===== src/rtl/i2c_pkg.sv =====
// Shared I2C definitions: target FSM states, bus ACK levels and the address width.
// The I2C master imports this package as well.
package i2c_pkg;

    localparam int   I2C_ADDR_W = 7;
    localparam logic I2C_ACK    = 1'b0;
    localparam logic I2C_NACK   = 1'b1;

    typedef enum logic [2:0] {
        ST_IDLE      = 3'd0,
        ST_ADDR      = 3'd1,
        ST_ADDR_ACK  = 3'd2,
        ST_WR_DATA   = 3'd3,
        ST_WR_ACK    = 3'd4,
        ST_RD_DATA   = 3'd5,
        ST_RD_ACK    = 3'd6,
        ST_WAIT_STOP = 3'd7
    } state_t;

endpackage


===== src/rtl/i2c_sync_edge.sv =====
// Multi-stage synchronizer for a raw pin, followed by a one-cycle rise/fall detector.
// Resets to the idle-high bus level so no edge is reported when reset is released.
module i2c_sync_edge #(
    parameter int STAGES = 2
) (
    input  logic clk,
    input  logic rst_n,
    input  logic d_i,
    output logic level_o,
    output logic rise_o,
    output logic fall_o
);

    logic [STAGES-1:0] sync_q;
    logic              prev_q;

    always_ff @(posedge clk or negedge rst_n) begin
        if (!rst_n) begin
            sync_q <= '1;
            prev_q <= 1'b1;
        end else begin
            sync_q <= {sync_q[STAGES-2:0], d_i};
            prev_q <= sync_q[STAGES-1];
        end
    end

    assign level_o = sync_q[STAGES-1];
    assign rise_o  = sync_q[STAGES-1] & ~prev_q;
    assign fall_o  = ~sync_q[STAGES-1] & prev_q;

endmodule


===== src/rtl/i2c_target.sv =====
// I2C target answering one fixed 7-bit address: ACKs and delivers written bytes,
// requests and shifts out bytes on reads. SDA is only ever changed after an SCL fall.
module i2c_target
    import i2c_pkg::*;
#(
    parameter logic [I2C_ADDR_W-1:0] DEV_ADDR    = 7'h42,
    parameter int                    SYNC_STAGES = 2
) (
    input  logic       clk,
    input  logic       rst_n,
    input  logic       scl_in,
    input  logic       sda_in,
    output logic       sda_oe,
    output logic [7:0] rx_data,
    output logic       rx_valid,
    input  logic [7:0] tx_data,
    output logic       tx_req,
    output logic       addressed,
    output logic       busy,
    output state_t     state_dbg
);

    logic scl, scl_rise, scl_fall;
    logic sda, sda_rise, sda_fall;
    logic start, stop;

    i2c_sync_edge #(.STAGES(SYNC_STAGES)) u_scl_sync (
        .clk(clk), .rst_n(rst_n), .d_i(scl_in),
        .level_o(scl), .rise_o(scl_rise), .fall_o(scl_fall)
    );

    i2c_sync_edge #(.STAGES(SYNC_STAGES)) u_sda_sync (
        .clk(clk), .rst_n(rst_n), .d_i(sda_in),
        .level_o(sda), .rise_o(sda_rise), .fall_o(sda_fall)
    );

    assign start = sda_fall & scl;
    assign stop  = sda_rise & scl;

    state_t     state_q, state_d;
    logic [2:0] bit_cnt_q, bit_cnt_d;
    logic [7:0] shift_q, shift_d;
    logic [7:0] tx_shift_q, tx_shift_d;
    logic [7:0] rx_data_q, rx_data_d;
    logic       sda_oe_q, sda_oe_d;
    logic       rx_valid_q, rx_valid_d;
    logic       tx_req_q, tx_req_d;
    logic       addressed_q, addressed_d;
    logic       busy_q, busy_d;
    logic       rw_q, rw_d;
    // In ACK states: ACK already driven. In RD_DATA: a fresh tx_data load is pending.
    logic       phase_q, phase_d;

    always_ff @(posedge clk or negedge rst_n) begin
        if (!rst_n) begin
            state_q <= ST_IDLE;
        end else begin
            state_q <= state_d;
        end
    end

    always_ff @(posedge clk or negedge rst_n) begin
        if (!rst_n) begin
            bit_cnt_q   <= 3'd0;
            shift_q     <= 8'h00;
            tx_shift_q  <= 8'h00;
            rx_data_q   <= 8'h00;
            sda_oe_q    <= 1'b0;
            rx_valid_q  <= 1'b0;
            tx_req_q    <= 1'b0;
            addressed_q <= 1'b0;
            busy_q      <= 1'b0;
            rw_q        <= 1'b0;
            phase_q     <= 1'b0;
        end else begin
            bit_cnt_q   <= bit_cnt_d;
            shift_q     <= shift_d;
            tx_shift_q  <= tx_shift_d;
            rx_data_q   <= rx_data_d;
            sda_oe_q    <= sda_oe_d;
            rx_valid_q  <= rx_valid_d;
            tx_req_q    <= tx_req_d;
            addressed_q <= addressed_d;
            busy_q      <= busy_d;
            rw_q        <= rw_d;
            phase_q     <= phase_d;
        end
    end

    always_comb begin
        state_d     = state_q;
        bit_cnt_d   = bit_cnt_q;
        shift_d     = shift_q;
        tx_shift_d  = tx_shift_q;
        rx_data_d   = rx_data_q;
        sda_oe_d    = sda_oe_q;
        rx_valid_d  = 1'b0;
        tx_req_d    = 1'b0;
        addressed_d = addressed_q;
        busy_d      = busy_q;
        rw_d        = rw_q;
        phase_d     = phase_q;

        if (stop) begin
            state_d     = ST_IDLE;
            sda_oe_d    = 1'b0;
            addressed_d = 1'b0;
            busy_d      = 1'b0;
            phase_d     = 1'b0;
        end else if (start) begin
            state_d     = ST_ADDR;
            bit_cnt_d   = 3'd0;
            sda_oe_d    = 1'b0;
            addressed_d = 1'b0;
            busy_d      = 1'b1;
            phase_d     = 1'b0;
        end else begin
            case (state_q)
                ST_ADDR, ST_WR_DATA: begin
                    if (scl_rise) begin
                        shift_d   = {shift_q[6:0], sda};
                        bit_cnt_d = bit_cnt_q + 3'd1;
                        if (bit_cnt_q == 3'd7) begin
                            phase_d = 1'b0;
                            if (state_q == ST_WR_DATA) begin
                                rx_data_d  = {shift_q[6:0], sda};
                                rx_valid_d = 1'b1;
                                state_d    = ST_WR_ACK;
                            end else if (shift_q[6:0] == DEV_ADDR) begin
                                rw_d     = sda;
                                tx_req_d = sda;
                                state_d  = ST_ADDR_ACK;
                            end else begin
                                state_d = ST_WAIT_STOP;
                            end
                        end
                    end
                end
                ST_ADDR_ACK, ST_WR_ACK: begin
                    if (scl_fall) begin
                        if (!phase_q) begin
                            sda_oe_d = ~I2C_ACK;
                            phase_d  = 1'b1;
                            if (state_q == ST_ADDR_ACK) addressed_d = 1'b1;
                        end else begin
                            phase_d   = 1'b0;
                            bit_cnt_d = 3'd0;
                            if (state_q == ST_ADDR_ACK && rw_q) begin
                                sda_oe_d   = ~tx_data[7];
                                tx_shift_d = {tx_data[6:0], 1'b0};
                                state_d    = ST_RD_DATA;
                            end else begin
                                sda_oe_d = 1'b0;
                                state_d  = ST_WR_DATA;
                            end
                        end
                    end
                end
                ST_RD_DATA: begin
                    if (scl_fall) begin
                        if (phase_q) begin
                            sda_oe_d   = ~tx_data[7];
                            tx_shift_d = {tx_data[6:0], 1'b0};
                            phase_d    = 1'b0;
                        end else if (bit_cnt_q == 3'd7) begin
                            sda_oe_d  = 1'b0;
                            bit_cnt_d = 3'd0;
                            state_d   = ST_RD_ACK;
                        end else begin
                            sda_oe_d   = ~tx_shift_q[7];
                            tx_shift_d = {tx_shift_q[6:0], 1'b0};
                            bit_cnt_d  = bit_cnt_q + 3'd1;
                        end
                    end
                end
                ST_RD_ACK: begin
                    if (scl_rise) begin
                        if (sda == I2C_ACK) begin
                            tx_req_d  = 1'b1;
                            phase_d   = 1'b1;
                            bit_cnt_d = 3'd0;
                            state_d   = ST_RD_DATA;
                        end else begin
                            state_d = ST_WAIT_STOP;
                        end
                    end
                end
                ST_WAIT_STOP: sda_oe_d = 1'b0;
                default: ;
            endcase
        end
    end

    always_comb begin
        sda_oe    = sda_oe_q;
        rx_data   = rx_data_q;
        rx_valid  = rx_valid_q;
        tx_req    = tx_req_q;
        addressed = addressed_q;
        busy      = busy_q;
        state_dbg = state_q;
    end

endmodule


===== config.mk =====
export PLATFORM = sky130hd
export DESIGN_NAME = i2c_target
export DESIGN_NICKNAME = d
export VERILOG_FILES = /design/src/rtl/i2c_pkg.sv /design/src/rtl/i2c_sync_edge.sv /design/src/rtl/i2c_target.sv
export SDC_FILE = /design/constraint.sdc
export NUM_CORES = 1
export LEC_CHECK = 0
export ABC_AREA = 1
export CORE_ASPECT_RATIO = 0.8
export CORE_MARGIN = 4
export CORE_UTILIZATION = 36
export DETAILED_ROUTE_END_ITERATION = 6
export MAX_ROUTING_LAYER = met4
export PLACE_DENSITY = 0.62
export SLEW_MARGIN = 0
export SYNTH_ARGS = -nofsm -noshare
export SYNTH_HDL_FRONTEND = slang
export SYNTH_SLANG_ARGS = --single-unit

===== constraint.sdc =====
create_clock -name clk -period 1.8 [get_ports clk]
set_clock_uncertainty 0.15 [all_clocks]
set_input_delay 0.27 -clock clk [delete_from_list [all_inputs] [get_ports clk]]
set_output_delay 0.27 -clock clk [all_outputs]
set_load 0.05 [all_outputs]

==> summary.txt <==
Synthesis
  • Top cell type's share of synthesized area: 38.04%
  • Main synth FF type: dfrtp_1
  • Post-synth EDFFs: 0
  • Post-Syn Instances: 289
  • Async SR Flop Fraction: 100.0%
  • Top cells by count, synth: nand2_1 (98), dfrtp_1 (35), inv_1 (30), nand3_1 (24), nor2_1 (21)
  • Synthesized Nets: 303
  • Largest cells by area after synthesis: dfrtp_1 (38%), nand2_1 (16%), dfstp_2 (6.8%), nand3_1 (5.2%), inv_1 (4.9%)
  • Yosys reg bits: 41
  • Avg Synthesized Cell Area: 7.966 um^2
  • Synth warnings: 0
  • Distinct cells, synth: 26
  • Biggest area consumer among synthesized cells: dfrtp_1
  • Top-count cell post-synth: nand2_1
  • Post-Syn Area: 0.002302 mm^2
  • Seq/Total Area, Yosys: 44.89%

Hold path
  • Hold path startpoint: u_scl_sync.sync_q[0]
  • Worst Hold End: u_scl_sync.sync_q[1]
  • Hold Crit Depth: 0
  • Hold WC Path Type: flop to flop

Pwr
  • Pint: 0.002385 W
  • Pwr Density: 1533 mW/mm^2
  • VDD IR max: 0.4955 mV
  • Total power: 0.004371 W
  • Psw: 0.001986 W
  • Proportion of power drawn by the clock network: 17.1%
  • Switching fraction of total power: 45.43%
  • Sequential share of power: 31.6%
  • Leakage power total: 1.473 nW
  • Gate power share: 51.3%

Route
  • Antenna Violating Nets Remaining: 0
  • WL per Instance: 11.91 um
  • Total number of vias: 1954
  • Iter 0 DRT Violations: 102
  • Final routed DRC violation total: 0
  • First drt pass iteration count: 5
  • Routed WL: 4905 um
  • Vias/cell: 4.743

Floorplanning
  • Die span in y: 79.53 um
  • Initial Util: 37.94%
  • Die area: 0.007746 mm^2
  • Num rows: 25
  • Core Region: 0.006068 mm^2
  • Die width: 97.41 um
  • I/O pin cnt: 28

Place
  • Port Buffers: 27
  • Post-DP HPWL: 3745 um
  • RD Place Congestion: 0.9213
  • Cell Area, Placed: 0.002654 mm^2
  • Dpl cells: 399

Timing
  • RSZ-0062 raised after global routing: true
  • Final hold slack: 0.2088 ns
  • Minimum clock period: 1.717 ns
  • Slew margin rel.: 73.03%
  • Final count of hold timing violations: 0
  • Worst-Margin Slew: 0.4045 ns
  • Post-Route Setup TNS: 0 ns
  • Final count of negative-setup-slack endpoints: 0
  • Max Fclk: 0.5824 GHz
  • Slew Viols, Final: 0
  • Final Cycle Share: 95.39%

Global routing
  • Total track usage: 13.59%
  • Vias in the first global route: 1783
  • Initial antenna violation count: 0
  • Grt total ovfl: 0
  • Largest net degree at the start of global routing: 26
  • First-pass GRT wire length: 8314 um

Critical path
  • Worst Path Max Fanout: 10
  • Crit Path Class: flop to flop
  • WP data required: 1.84 ns
  • Worst reg2reg path depth: 9
  • CP Launch Type: flop
  • Reg-to-reg endpoint: state_dbg[0]
  • R2R Setup Slk: 0.08 ns
  • R2r startpoint: u_scl_sync.sync_q[1]
  • Crit. End Element: flop
  • Arr. time, crit path: 1.76 ns

CTS
  • Skew-Pair Late Insertion Delay: 0.30 ns
  • Clock buffer depth: 2
  • Root Buffer: clkbuf_8
  • CTS tree: yes
  • # clock sinks: 41
  • H-tree depth: 2
  • Num CTS Buffers: 5
  • Clk slew on worst S/H paths: 0.08 ns

Finish
  • Synth-to-Final Area Change: 23.80%
  • Final Cell Area: 0.002850 mm^2
  • Final net count: 344
  • Fillers: 616
  • Antenna diodes: 0
  • Multi-input logic area: 0.001114 mm^2
  • Non-filler instance count after layout: 412
  • FF+latch area: 0.001037 mm^2
  • Layout cells sized above 1: 30.21%

Status
  • Status: completed

Run
  • Max Cap Viol: 0
## logic make-up after synthesis
kind of cell | count (synthesis) | share of synthesized area [%]
AO/OA/AOI/OAI | 25 | 6.685
AND/OR/NAND/NOR | 183 | 39.19
buffers and inverters | 38 | 8.152
adder cells (fa/ha/maj) | 2 | 1.087
flip-flops | 41 | 44.89
## metal layers
layer	wire, um	GRT usage, %	up-vias
li1	-	-	994
met1	2480	19.24	917
met2	2124	19.15	36
met3	228	3.144	7
met4	72	4.564	0
met5	0	-	-
## final cells by class
class	instances	area share, %
clock buffers	6	2.546
clock inverters	2	1.361
inverters	33	4.609
multi-input cells	210	39.07
flip-flops and latches	41	36.39
well taps	81	3.556
repair buffers	39	12.47
## cell usage in the layout (no fill, tap or decap), types with 7 or more instances in the layout
cell type         n
nand2_1          92
dfrtp_1          32
inv_1            28
nand2_2          24
buf_4            24
nand3_1          23
nor2_1           17
o21ai_0          11
clkdlybuf4s50_1  10
o21ai_2           7
## critical path, cell delays in order (launching register included)
cell and delay, ns:
dfstp_2 0.59, nand2_2 0.08, nor2_4 0.20, inv_4 0.11, nand2_2 0.08, nor2_1 0.07
nor2_4 0.16, nand2_2 0.08, nand2_1 0.06, nand2_1 0.04
## power by group through the flow
| stage | sequential [W] | clock [W] | combinational, W |
|---|---|---|---|
| final | 0.00138 | 0.000749 | 0.00224 |
| after CTS | 0.00137 | 0.000768 | 0.00218 |
| after floorplan | 0.00152 | 0 | 0.00154 |
| after global placement | 0.00138 | 0 | 0.00213 |
| after global routing | 0.00141 | 0.000810 | 0.00255 |
| after detailed placement | 0.00139 | 0 | 0.00216 |
## through the flow
stage	setup slack (ns)	utilization, %
global route	-0.03572	46.97
floorplan	0.06142	-
detailed placement	-0.02685	43.73
global placement	0.02017	43.73
finish	0.08294	46.97
CTS	0.03350	45.77
## registers in the layout, indices dropped and copies added (netlist names), 2 cells and up
name / flops
rx_data: 8
shift_q: 7
tx_shift_q: 7
bit_cnt_q: 3
state_dbg: 3
u_scl_sync.sync_q: 2
u_sda_sync.sync_q: 2
## worst max-delay path by stage
stage | cells past startpoint | end | from
2_1_floorplan | 8 | rx_data[5] | state_dbg[2]
3_5_place_dp | 8 | state_dbg[0] | bit_cnt_q[0]
5_1_grt | 9 | state_dbg[1] | u_scl_sync.sync_q[1]
4_1_cts | 8 | state_dbg[0] | bit_cnt_q[0]
6_report | 9 | state_dbg[0] | u_scl_sync.sync_q[1]
3_3_place_gp | 8 | state_dbg[2] | bit_cnt_q[1]
## what timing repair did
item,CTS,global route
endpoints found under the setup margin,3,30
buffers inserted,0,4
hold endpoints to repair,10,0
resized for setup,1,14
hold buffers,1,0
pin swaps,0,3
No activity file was read; power rests on OpenSTA's default activity.
